--- config.mk ---
export PLATFORM = sky130hd
export DESIGN_NAME = pic_ack_sequencer
export DESIGN_NICKNAME = d
export VERILOG_FILES = /design/src/rtl/pic_ack_sequencer.sv
export SDC_FILE = /design/constraint.sdc
export NUM_CORES = 1
export LEC_CHECK = 0
export ABC_CLOCK_PERIOD_IN_PS = 7900
export CORE_AREA = 2 2 85 87
export DETAILED_ROUTE_END_ITERATION = 10
export DIE_AREA = 0 0 87 89
export MAX_ROUTING_LAYER = met4
export PLACE_DENSITY = 0.78
export REMOVE_ABC_BUFFERS = 1
export SETUP_SLACK_MARGIN = 0.2
export SLEW_MARGIN = 10
export SYNTH_ARGS = -nofsm -noshare
export SYNTH_HDL_FRONTEND = slang
export SYNTH_SLANG_ARGS = --single-unit
--- constraint.sdc ---
create_clock -name clk -period 7.9 [get_ports clk]
set_input_delay 1.58 -clock clk [delete_from_list [all_inputs] [get_ports clk]]
set_output_delay 1.58 -clock clk [all_outputs]
set_load 0.1 [all_outputs]
--- src/rtl/pic_ack_sequencer.sv ---
// Interrupt acknowledge sequencer for an 8259A-style controller: IRR/ISR ownership,
// two-pulse INTA handshake, vector output and EOI/rotation. Optional feature macro: AUTO_EOI_EN.
module pic_ack_sequencer #(
  parameter int VECTOR_BASE_W = 5
) (
  input  logic                     clk,
  input  logic                     reset,
  input  logic [7:0]               ir_in,
  input  logic                     level_triggered,
  input  logic [VECTOR_BASE_W-1:0] vector_base,
  input  logic [7:0]               resolved_interrupt,
  input  logic                     inta_pulse,
  input  logic                     eoi_valid,
  input  logic                     eoi_specific,
  input  logic [2:0]               eoi_level,
  input  logic                     rotate_on_eoi,
  output logic [7:0]               interrupt_request_register,
  output logic [7:0]               in_service_register,
  output logic [7:0]               highest_level_in_service,
  output logic [2:0]               lowest_priority,
  output logic                     int_out,
  output logic [7:0]               data_out,
  output logic                     data_out_en
);

  typedef enum logic [1:0] {S_IDLE, S_PENDING, S_ACK1} state_t;

  state_t                   state_q, state_d;
  logic [7:0]               irr_q, irr_d;
  logic [7:0]               isr_q, isr_d;
  logic [7:0]               ir_prev_q;
  logic [2:0]               lowest_q, lowest_d;
  logic                     int_out_q, int_out_d;
  logic [7:0]               data_q, data_d;
  logic                     den_q, den_d;
  logic [2:0]               ack_level_q, ack_level_d;
  logic [VECTOR_BASE_W-1:0] vbase_q, vbase_d;
`ifdef AUTO_EOI_EN
  logic                     spurious_q, spurious_d;
`endif

  logic [7:0] hlis;
  logic       ack1_fire, ack2_fire, res_any;
  logic [2:0] res_idx;
  logic [7:0] set_mask, eoi_mask, auto_mask;
  logic       eoi_cleared;
  logic [2:0] eoi_lvl;

  // Index of the lowest set bit; 7 when nothing is set.
  function automatic logic [2:0] onehot_idx(input logic [7:0] v);
    logic [2:0] idx;
    idx = 3'd7;
    for (int i = 7; i >= 0; i--) begin
      if (v[i]) idx = 3'(i);
    end
    return idx;
  endfunction

  // Highest-priority ISR bit, scanning upward from lowest+1 with wrap.
  function automatic logic [7:0] highest_isr(input logic [7:0] isr, input logic [2:0] lowest);
    logic [7:0] r;
    logic       found;
    logic [2:0] idx;
    r     = 8'h00;
    found = 1'b0;
    for (int k = 1; k <= 8; k++) begin
      idx = lowest + 3'(k);
      if (!found && isr[idx]) begin
        r[idx] = 1'b1;
        found  = 1'b1;
      end
    end
    return r;
  endfunction

  always_comb begin
    hlis      = highest_isr(isr_q, lowest_q);
    res_any   = |resolved_interrupt;
    res_idx   = onehot_idx(resolved_interrupt);
    ack1_fire = (state_q == S_PENDING) && inta_pulse;
    ack2_fire = (state_q == S_ACK1) && inta_pulse;

    // EOI always looks at the ISR as it stood before this cycle's acknowledge.
    eoi_mask    = 8'h00;
    eoi_cleared = 1'b0;
    eoi_lvl     = 3'd0;
    if (eoi_valid) begin
      if (eoi_specific) begin
        if (isr_q[eoi_level]) begin
          eoi_mask[eoi_level] = 1'b1;
          eoi_cleared         = 1'b1;
          eoi_lvl             = eoi_level;
        end
      end else if (|isr_q) begin
        eoi_mask    = hlis;
        eoi_cleared = 1'b1;
        eoi_lvl     = onehot_idx(hlis);
      end
    end

    set_mask = 8'h00;
    if (ack1_fire && res_any) set_mask[res_idx] = 1'b1;

    auto_mask = 8'h00;
`ifdef AUTO_EOI_EN
    if (ack2_fire && !spurious_q) auto_mask[ack_level_q] = 1'b1;
`endif

    isr_d = (isr_q & ~(eoi_mask | auto_mask)) | set_mask;

    lowest_d = lowest_q;
`ifdef AUTO_EOI_EN
    if (ack2_fire && !spurious_q && rotate_on_eoi) lowest_d = ack_level_q;
`endif
    if (eoi_cleared && rotate_on_eoi) lowest_d = eoi_lvl;

    // Edge mode holds a request only while the line stays high after its rising edge.
    if (level_triggered) begin
      irr_d = ir_in;
    end else begin
      irr_d = ((irr_q | (ir_in & ~ir_prev_q)) & ir_in) & ~set_mask;
    end
  end

  always_comb begin
    state_d     = state_q;
    data_d      = data_q;
    den_d       = 1'b0;
    ack_level_d = ack_level_q;
    vbase_d     = vbase_q;
`ifdef AUTO_EOI_EN
    spurious_d  = spurious_q;
`endif
    case (state_q)
      S_IDLE: begin
        if (res_any) state_d = S_PENDING;
      end
      S_PENDING: begin
        if (inta_pulse) begin
          state_d     = S_ACK1;
          ack_level_d = res_any ? res_idx : 3'd7;
          vbase_d     = vector_base;
`ifdef AUTO_EOI_EN
          spurious_d  = !res_any;
`endif
        end
      end
      S_ACK1: begin
        if (inta_pulse) begin
          state_d = S_IDLE;
          data_d  = 8'({vbase_q, ack_level_q});
          den_d   = 1'b1;
        end
      end
      default: state_d = S_IDLE;
    endcase
    int_out_d = (state_d == S_PENDING);
  end

  always_ff @(posedge clk) begin
    if (reset) begin
      state_q   <= S_IDLE;
      irr_q     <= 8'h00;
      isr_q     <= 8'h00;
      ir_prev_q <= 8'h00;
      lowest_q  <= 3'd7;
      int_out_q <= 1'b0;
      data_q    <= 8'h00;
      den_q     <= 1'b0;
    end else begin
      state_q   <= state_d;
      irr_q     <= irr_d;
      isr_q     <= isr_d;
      ir_prev_q <= ir_in;
      lowest_q  <= lowest_d;
      int_out_q <= int_out_d;
      data_q    <= data_d;
      den_q     <= den_d;
    end
  end

  always_ff @(posedge clk) begin
    ack_level_q <= ack_level_d;
    vbase_q     <= vbase_d;
`ifdef AUTO_EOI_EN
    spurious_q  <= spurious_d;
`endif
  end

  assign interrupt_request_register = irr_q;
  assign in_service_register        = isr_q;
  assign highest_level_in_service   = hlis;
  assign lowest_priority            = lowest_q;
  assign int_out                    = int_out_q;
  assign data_out                   = data_q;
  assign data_out_en                = den_q;

endmodule

==> results <==
- The flow ran to the end, and the final reports show no timing, DRC or antenna violations.
- The number of port buffers is 67.
- From bottom edge to top edge, the die measures slightly below 90 µm.
- The fraction of layout cells with a size suffix above 1 is between 10% and 20%.
- Clock tree synthesis inserted a total of 5 buffers.
- For the finished layout, the period the worst path requires is 6.67 ns.
- The number of buffers and inverters on the critical path is 3.
- The clock latency of the later-clocked register in the worst-skew pair is 0.31 ns.
- The total leakage power is between 1.5 and 2 nW.
- The global-route congestion overflow total is 0.
- The sequential-to-total area share from yosys stat is 30.4%.
- For the worst setup path, the data required time is 6.32 ns.
- After filler insertion, the fill cell instance count of the layout stands at 576.
- The number of antenna diodes in the final layout is 0.
- The number of setup buffers added after CTS is 0.
- Static timing analysis puts the maximum clock frequency at 150 MHz.
- The worst setup path is captured at a primary output.
- The via count of the first global-routing pass is 3,018.
- The summed instance area of the synthesized netlist is 3360 µm².
- In this run the standard cell core region covers 6720 µm².
- The initial core utilization is 50.0%.
- The clock net in this run drives a total of 47 sinks.
- STA classifies the critical path startpoint as a flop.
- The total instance count after detailed placement is between 400 and 500.
- The category of the critical setup timing path is reg2out.
- In this run the core area contains 30 standard-cell rows.
- The count of pins over their slew limit is 0.
- Across the VDD grid, the largest voltage drop is 0.153 mV.
- The total power draw is between 0.0006 and 0.0007 W.
- In this run the worst setup path begins at lowest_priority[0].
- After legalization and detailed placement, the total HPWL measured 6790 µm.
- The total via count after detailed routing is 3,163.
- The most used flip-flop cell after synthesis is dfxtp_1.
- In this run the horizontal extent of the chip is 87 µm.
- The hold violation total from the final report came to 0.
- The total global-route track usage is between 20% and 30%.
- In this run, the number of DRC markers left after iteration 0 of detailed routing was 306.
- For this run, the number of Yosys warnings is 0.
- For the worst setup path, the data arrival time is approximately 5 ns.
- The source of the worst hold timing path is ack_level_q[0].
- The number of max-cap violations is 0.
- The number of gates resized after CTS is 0.
- The maximum cell stage delay along the critical path is 0.98 ns.
- The top cell family by delay on the critical path is buffers and inverters.
- TritonCTS built the clock tree.
- The root buffer cell chosen for the clock tree is clkbuf_8.
- For this run, design rule violations remaining after detail routing come to 0.
- The relative max-transition margin is 24.6%.
- The number of antenna violations at the first check in global routing is 0.
- The setup-violating endpoint count in the final report is 0.
- Power spread over the standard cell area amounts to 157 nW/µm².
- The non-filler instance count after layout is 500.
- The depth of the CTS H-tree is 2.
- The clock passes through at most 2 buffers.
- Dividing the detail-routed wire length by the instance count gives approximately 19 µm.
- The slowest stage of the critical path belongs to the cell ha_1.
- The signal on the critical path passes through buf_4 -> clkinv_1 -> ha_1 -> mux4_1 -> mux2i_1 -> nand2_1 -> o31a_1 -> or3_1 -> a32oi_1 -> buf_4.
- The largest net degree at the start of global routing is 33.
- The most prevalent standard cell on the critical path is buf_4.
- The relative area change from synthesis to final layout is 22.0%.
- Pin placement for this block handled 68 I/O pins.
- The fraction of registers with async set/reset is 0%.
- The die footprint is 7740 µm².
- The actual transition at the worst max-transition pin is between 1 and 1.5 ns.
- The final worst clock skew is approximately 0.010 ns.
- The pre-antenna-repair detailed-routing pass consisted of 5 iterations.
- Setup repair after global routing left no endpoint under its margin.
- The detailed-route vias per instance is 6.33.
- After clock tree synthesis, the flow added hold-fix buffers numbering 0.
- For this run, the share of the core covered by cells in the final layout is slightly above 60%.
- The origin of the critical flop-to-flop path is lowest_priority[0].
- The total detailed-routing wirelength is ~9400 µm.
- The residual antenna-violating net count after detailed routing is 0.
- The total area of sequential cells is ~1000 µm².
- Hold is met by 0.489 ns.
- The synthesized design contains 8 enable-type register cells.
- The congestion estimate from routability-driven global placement came to 0.967.
- The footprint of the multi-input gates is 2160 µm².
- The class of the tightest hold or removal check is reg2reg.
- The total negative slack is 0 ns.
- In this run the worst path has a maximum fanout of 32.
- The first-pass GRT wire length is approximately 15,000 µm.
- The final layout contains 456 nets.
- Synthesis produced between 300 and 400 cells.
- The number of distinct library cells after synthesis is 69.
- In this run the mean area of a mapped cell was slightly above 9 µm².
- The synthesis-stage register bit count is 47.
- The post-route fraction of the period consumed by the critical path is 84.4%.
- The clock transition at the registers of the reported paths is ~0.10 ns.
==> path summary, 6_finish.rpt <==
check / to / slack [ns] / cells past startpoint
hold reg to reg: data_out[0] / 0.49 / 2
hold / removal: data_out[0] / 0.49 / 2
setup reg to reg: lowest_priority[2] / 2.82 / 11
setup / recovery: highest_level_in_service[7] / 1.23 / 10
==> sequential cells by signal, summed over array words and instances (netlist names) <==
signal and flops:
ack_level_q 3, interrupt_request_register 8, ir_prev_q 8, state_q 2, data_out_en 1, data_out 8
int_out 1, lowest_priority 3, vbase_q 5, in_service_register 8
==> routing by layer <==
metal	routed length, µm	vias up	track usage (%)	part of all wire [%]
li1	-	1488	-	-
met1	3920	1483	33.0	42
met2	4600	171	41.7	49
met3	640	21	3.79	6.8
met4	206	0	10.1	2.2
met5	0	-	-	0
==> synthesized netlist by cell type (all sizes together), types with 3 or more instances <==
master	n	area share (%)
dfxtp	39	23
nand2	30	3.3
nor2	26	2.9
a21oi	20	3.0
nor2b	20	3.7
nand2b	17	3.2
mux2i	16	4.9
mux2	14	4.8
nand3	14	2.4
clkbuf	13	1.5
a31oi	12	2.2
buf	12	2.5
inv	12	1.3
mux4	12	8.2
nor3	12	1.9
edfxtp	8	7.1
o21ai	8	1.2
nor4	7	1.3
ha	6	2.2
nor4b	5	1.5
a32oi	4	1.0
nand3b	4	0.89
a21o	3	0.67
a221oi	3	1.5
a22oi	3	0.82
and3	3	0.71
nand4	3	0.56
o211ai	3	0.67
o31ai	3	0.67
o32ai	3	0.78
or3	3	0.56
==> report_power, final <==
part / internal [W] / switching (W)
Combinational: 0.0000651 / 0.000131
Clock: 0.0000954 / 0.0000864
Sequential: 0.000254 / 0.0000124
==> per-stage QoR <==
stage / worst slack (ns) / instance area [µm²]
detailed placement: 1.67 / 3990
floorplan: -0.208 / 3230
CTS: 1.32 / 4100
finish: 1.23 / 4100
global route: 0.869 / 4100
global placement: 1.71 / 3990
==> tightest hold or removal path, stage by stage, from the launching register on <==
cell,delay [ns]
edfxtp_1,0.33
mux2i_1,0.06
nor2_1,0.07
==> layout by cell type, fill, tap and decap left out, types with 12 or more instances in the layout <==
cell / count
nor2b_1: 20
nand2_1: 30
nor2_1: 26
clkdlybuf4s50_1: 59
a31oi_1: 12
dfxtp_1: 39
nand2b_1: 17
nand3_1: 12
a21oi_1: 20
mux2i_1: 15
inv_1: 12
==> kinds of logic (layout without fill, tap and decap cells) <==
family / Yosys count / count (layout) / synth area share (%)
AOI/OAI and AO/OA: 84 / 84 / 18.1
and+or+nand+nor: 148 / 148 / 23.9
adders and majority gates: 6 / 6 / 2.23
DFF: 47 / 47 / 30.4
muxes: 42 / 42 / 17.8
buffers and inverters: 38 / 89 / 5.40
xor gates and xnor gates: 4 / 4 / 2.16
==> area by class of cell <==
| type | instances | area share, % |
|---|---|---|
| tap | 80 | 2.44 |
| inverter | 13 | 1.19 |
| sequential | 47 | 24.9 |
| timing repair buffer | 68 | 16.0 |
| clock inverter | 3 | 1.13 |
| multi-input combinational | 284 | 52.6 |
| clock buffer | 5 | 1.68 |
Note: power is estimated with default switching activity, not from simulation.
